$ cat src/rtl/serial_tx_if.sv
// serial_tx_if: request/status bundle for the serial transmitter.
//   start : frame request (master -> slave)
//   din   : payload, DATA_W bits (master -> slave)
//   tx    : serial line, idle-high (slave -> master)
//   busy  : frame in progress (slave -> master)
//   done  : one-cycle completion pulse (slave -> master)
interface serial_tx_if #(
    parameter int DATA_W = 8
);
    logic              start;
    logic [DATA_W-1:0] din;
    logic              tx;
    logic              busy;
    logic              done;

    modport master (output start, din, input tx, busy, done);
    modport slave  (input start, din, output tx, busy, done);
endinterface

$ cat src/rtl/serial_tx.sv
// serial_tx: start/data/stop serial transmitter, LSB first.
//   clk : clock, all state changes on the rising edge
//   rst : synchronous active-low reset
//   bus : serial_tx_if.slave (start, din in; tx, busy, done out)
// A frame is one low start bit, DATA_W data bits and one high stop bit,
// each held CLKS_PER_BIT cycles. done pulses in the first idle cycle after
// the stop bit; a start seen in that cycle begins the next frame at once.
module serial_tx #(
    parameter int DATA_W       = 8,
    parameter int CLKS_PER_BIT = 4
) (
    input  logic        clk,
    input  logic        rst,
    serial_tx_if.slave  bus
);
    localparam int CNT_W = (CLKS_PER_BIT > 1) ? $clog2(CLKS_PER_BIT) : 1;
    localparam int IDX_W = (DATA_W > 1) ? $clog2(DATA_W) : 1;
    localparam logic [CNT_W-1:0] CNT_MAX = CNT_W'(CLKS_PER_BIT - 1);
    localparam logic [IDX_W-1:0] IDX_MAX = IDX_W'(DATA_W - 1);

    typedef enum logic [1:0] {IDLE, START, DATA, STOP} state_t;

    state_t            state_q, state_d;
    logic [CNT_W-1:0]  cnt_q, cnt_d;
    logic [IDX_W-1:0]  idx_q, idx_d;
    logic [DATA_W-1:0] shreg_q, shreg_d;
    logic              tx_q, tx_d;
    logic              busy_q, busy_d;
    logic              done_q, done_d;
    logic              bit_end;

    always_comb begin
        state_d = state_q;
        idx_d   = idx_q;
        shreg_d = shreg_q;
        tx_d    = tx_q;
        busy_d  = busy_q;
        done_d  = 1'b0;
        bit_end = (cnt_q == CNT_MAX);
        // Bit-period counter runs only inside a frame and wraps per bit.
        if (state_q == IDLE) cnt_d = '0;
        else                 cnt_d = bit_end ? '0 : cnt_q + 1'b1;

        case (state_q)
            IDLE: begin
                tx_d   = 1'b1;
                busy_d = 1'b0;
                if (bus.start) begin
                    state_d = START;
                    tx_d    = 1'b0;
                    busy_d  = 1'b1;
                    shreg_d = bus.din;
                end
            end
            START: begin
                if (bit_end) begin
                    state_d = DATA;
                    idx_d   = '0;
                    tx_d    = shreg_q[0];
                    shreg_d = shreg_q >> 1;
                end
            end
            DATA: begin
                if (bit_end) begin
                    if (idx_q == IDX_MAX) begin
                        state_d = STOP;
                        tx_d    = 1'b1;
                    end else begin
                        idx_d   = idx_q + 1'b1;
                        tx_d    = shreg_q[0];
                        shreg_d = shreg_q >> 1;
                    end
                end
            end
            STOP: begin
                if (bit_end) begin
                    state_d = IDLE;
                    tx_d    = 1'b1;
                    busy_d  = 1'b0;
                    done_d  = 1'b1;
                end
            end
            default: state_d = IDLE;
        endcase
    end

    always_ff @(posedge clk) begin
        if (!rst) begin
            state_q <= IDLE;
            cnt_q   <= '0;
            idx_q   <= '0;
            shreg_q <= '0;
            tx_q    <= 1'b1;
            busy_q  <= 1'b0;
            done_q  <= 1'b0;
        end else begin
            state_q <= state_d;
            cnt_q   <= cnt_d;
            idx_q   <= idx_d;
            shreg_q <= shreg_d;
            tx_q    <= tx_d;
            busy_q  <= busy_d;
            done_q  <= done_d;
        end
    end

    assign bus.tx   = tx_q;
    assign bus.busy = busy_q;
    assign bus.done = done_q;
endmodule
$ cat src/flat_wrapper.sv
// flat-port wrapper written by rule: the top's interface ports become plain ports
module serial_tx_flat 
#(
    parameter int DATA_W       = 8,
    parameter int CLKS_PER_BIT = 4
)
  (clk, rst, bus_start, bus_din, bus_tx, bus_busy, bus_done);
  serial_tx_if #(.DATA_W(DATA_W)) bus_i ();
  input  logic clk;
  input  logic rst;
  input wire logic [$bits(bus_i.start)-1:0] bus_start;
  input wire logic [$bits(bus_i.din)-1:0] bus_din;
  output wire logic [$bits(bus_i.tx)-1:0] bus_tx;
  output wire logic [$bits(bus_i.busy)-1:0] bus_busy;
  output wire logic [$bits(bus_i.done)-1:0] bus_done;
  assign bus_i.start = bus_start;
  assign bus_i.din = bus_din;
  assign bus_tx = bus_i.tx;
  assign bus_busy = bus_i.busy;
  assign bus_done = bus_i.done;
  serial_tx #(.DATA_W(DATA_W), .CLKS_PER_BIT(CLKS_PER_BIT)) u_core (.clk(clk), .rst(rst), .bus(bus_i));
endmodule
$ cat config.mk
export PLATFORM = sky130hd
export DESIGN_NAME = serial_tx_flat
export DESIGN_NICKNAME = d
export VERILOG_FILES = /design/src/rtl/serial_tx_if.sv /design/src/rtl/serial_tx.sv /design/src/flat_wrapper.sv
export SDC_FILE = /design/constraint.sdc
export NUM_CORES = 1
export LEC_CHECK = 0
export CORE_MARGIN = 5
export CORE_UTILIZATION = 25
export CTS_BUF_LIST = sky130_fd_sc_hd__clkbuf_4
export DETAILED_ROUTE_END_ITERATION = 12
export PLACE_DENSITY_LB_ADDON = 0.1
export SLEW_MARGIN = 20
export SYNTH_ARGS = -nofsm -noshare
export SYNTH_HDL_FRONTEND = slang
export SYNTH_SLANG_ARGS = --single-unit
$ cat constraint.sdc
create_clock -name clk -period 3.3 [get_ports clk]
set_input_delay 0.825 -clock clk [delete_from_list [all_inputs] [get_ports clk]]
set_output_delay 0.825 -clock clk [all_outputs]
set_load 0.005 [all_outputs]
==> metrics.cfg <==
[clock_tree]
clock-root-buffer = clkbuf_4
post_cts_buffers = 0
clkSlewWorstSetupHoldPaths_ns = 0.10
insertion_delay_ns = 0.29
cts_resized = 0
cts.sinks = 18
cts_max_level = 1
cts_tree = done
ctsHoldBuffers = 0
cts-buffers-inserted = 3
cts_buffer_depth = 2

[drt]
drc = 0
route.vias.total = 739
avgRoutedWirePerCell_um = 11.3
drt-initial-drc-count = 32
ant_nets = 0
first_pass_iters = 3
viasPerCell = 4.43
wirelength_um = 1880

[sta]
finalHoldViolCount = 0
relSlewSlack = 0.635
period_needed_ns = 1.97
setup_viol = 0
slew_violations = 0
skew_ns = 0.00193
rsz0062_at_grt = no
min_period_over_period = 0.597
max_freq_mhz = 508
worst_pin_slew_ns = 0.547
finalSetupTns_ns = 0
fin_ws_ns = 1.33

[floorplanning]
ioPinCount = 14
core.rowCount = 23
die_area_sq_mm = 0.00536
start_util = 0.254
die_h_um = 73.2
die_x_um = 73.2
core_sq_mm = 0.00394

[logic_synthesis]
yosys_warnings = 0
seq_area_frac_synth = 0.360
ys.flop_type = dfxtp_1
synth_area_leaders = dfxtp_1 (36%), ha_1 (10%), mux2i_1 (10%)
synth_edf_count = 0
yosys-top-cells-count = nand2_1 (22), dfxtp_1 (18), mux2i_1 (10)
synth_fp_nets = 123
ys_types = 31
synth.cell_area_sq_um = 1000
ys_ff_latch = 18
synthArstFlopShare = 0
postSynthAreaPerCell_sq_um = 9.61
synth_most_common_cell = nand2_1
synth_top_area_share = 0.360
yosysTopAreaCell = dfxtp_1
netlist_instances = 104

[cells_and_area]
syn2layout_area_growth_pct = 19.6
antennaDiodeCount = 0
drive_gt1_frac = 0.154
postLayoutCoreUtil = 0.303
finish.net_count = 138

[worst_setup_path]
arrival_ns = 1.14
path_max_fanout = 2
worstSetupPathType = reg -> out
critPathCaptureType = output port
start_kind = register
worstPathCellList = clkdlybuf4s50_1
slowest_stage = clkdlybuf4s50_1
cp_data_required_time_ns = 2.47
cpLargestDelayFamily = buffers and inverters
slowest_delay_ns = 0.50
worst-path-buf-inv = 1

[grt]
grt_max_degree = 22
antenna_found_initial = 0
overflow = 0
groute.usage.overall = 0.0798
grt_pass1_wl_um = 3310
grt_pass1_vias = 705

[worst_hold_path]
hold_path.class = reg -> reg

[placed_design]
place_hpwl_um = 1410
gp_congestion = 0.704
port_buffers = 13
post-place-ws_ns = 1.16

[pwr]
leakagePower_nw = 0.469
ir_drop_uv = 338
powerDensity_mw_per_mm2 = 761

[run]
max-cap-violations = 0

[outcome]
status = finished clean

[stage by stage]
step / cell area, sq um / cells / hold slack [ns] / power [mW]
floorplan: 1000 / 104 / 0.405 / 0.714
global placement: 1170 / 164 / 0.428 / 0.814
detailed placement: 1170 / 164 / 0.451 / 0.817
CTS: 1200 / 167 / 0.470 / 0.935
global route: 1200 / 167 / 0.497 / 0.997
finish: 1200 / 167 / 0.463 / 0.910
[cells by family (layout without fill, tap and decap cells)]
logic type      count (synthesis)  count (layout)  share of synthesized area
simple gates                   37              37                      0.185
flops                          18              18                      0.360
mux                            17              17                      0.179
compound gates                 15              15                      0.130
buf+inv                         9              22                     0.0451
fa+ha+maj                       8               8                      0.100
[where the power goes]
part / internal [mW] / total [mW] / switching, mW
Clock: 0.0425 / 0.109 / 0.0665
Combinational: 0.245 / 0.474 / 0.229
Sequential: 0.290 / 0.327 / 0.0374
[area by class of cell]
| class | instances | area, sq um |
|---|---|---|
| fillers | 416 | 2750 |
| multi-input cells | 77 | 594 |
| flip-flops and latches | 18 | 360 |
| repair buffers | 14 | 138 |
| well taps | 50 | 62.6 |
| clock buffers | 3 | 22.5 |
| inverters | 5 | 18.8 |
[metal layers]
layer	vias to the layer above	routed length, um	global-route usage	part of all wire
met2	13	882	0.129	0.47
met5	-	0	0	0
li1	386	-	-	-
met4	0	36	0.0307	0.019
met3	4	104	0.0344	0.055
met1	336	858	0.0925	0.46
[worst paths after layout]
path	depth (start not counted)	startpoint	to	slack, ns
setup reg to reg	5	u_core.state_q[0]	u_core.state_q[0]	1.67
hold / removal	2	u_core.shreg_q[1]	u_core.shreg_q[1]	0.46
setup / recovery	1	u_core.bus.busy	bus_busy	1.33
hold reg to reg	2	u_core.shreg_q[1]	u_core.shreg_q[1]	0.46
[layout by cell type, fill, tap and decap left out, types with 2 or more instances in the layout]
master           count
mux2_2               7
a21o_1               2
mux2i_1             10
a21oi_1              3
o21ai_0              2
nand3b_1             3
inv_1                5
clkdlybuf4s50_1     13
dfxtp_1             18
ha_1                 8
nor2_1               2
nand2_1             22
nor4_1               2
clkbuf_4             3
[sequential cells by signal (all words and copies together) (netlist names)]
signal           count
u_core.bus.busy      1
u_core.bus.done      1
u_core.bus.tx        1
u_core.cnt_q         2
u_core.idx_q         3
u_core.shreg_q       8
u_core.state_q       2
(Power assumes the default switching activity.)
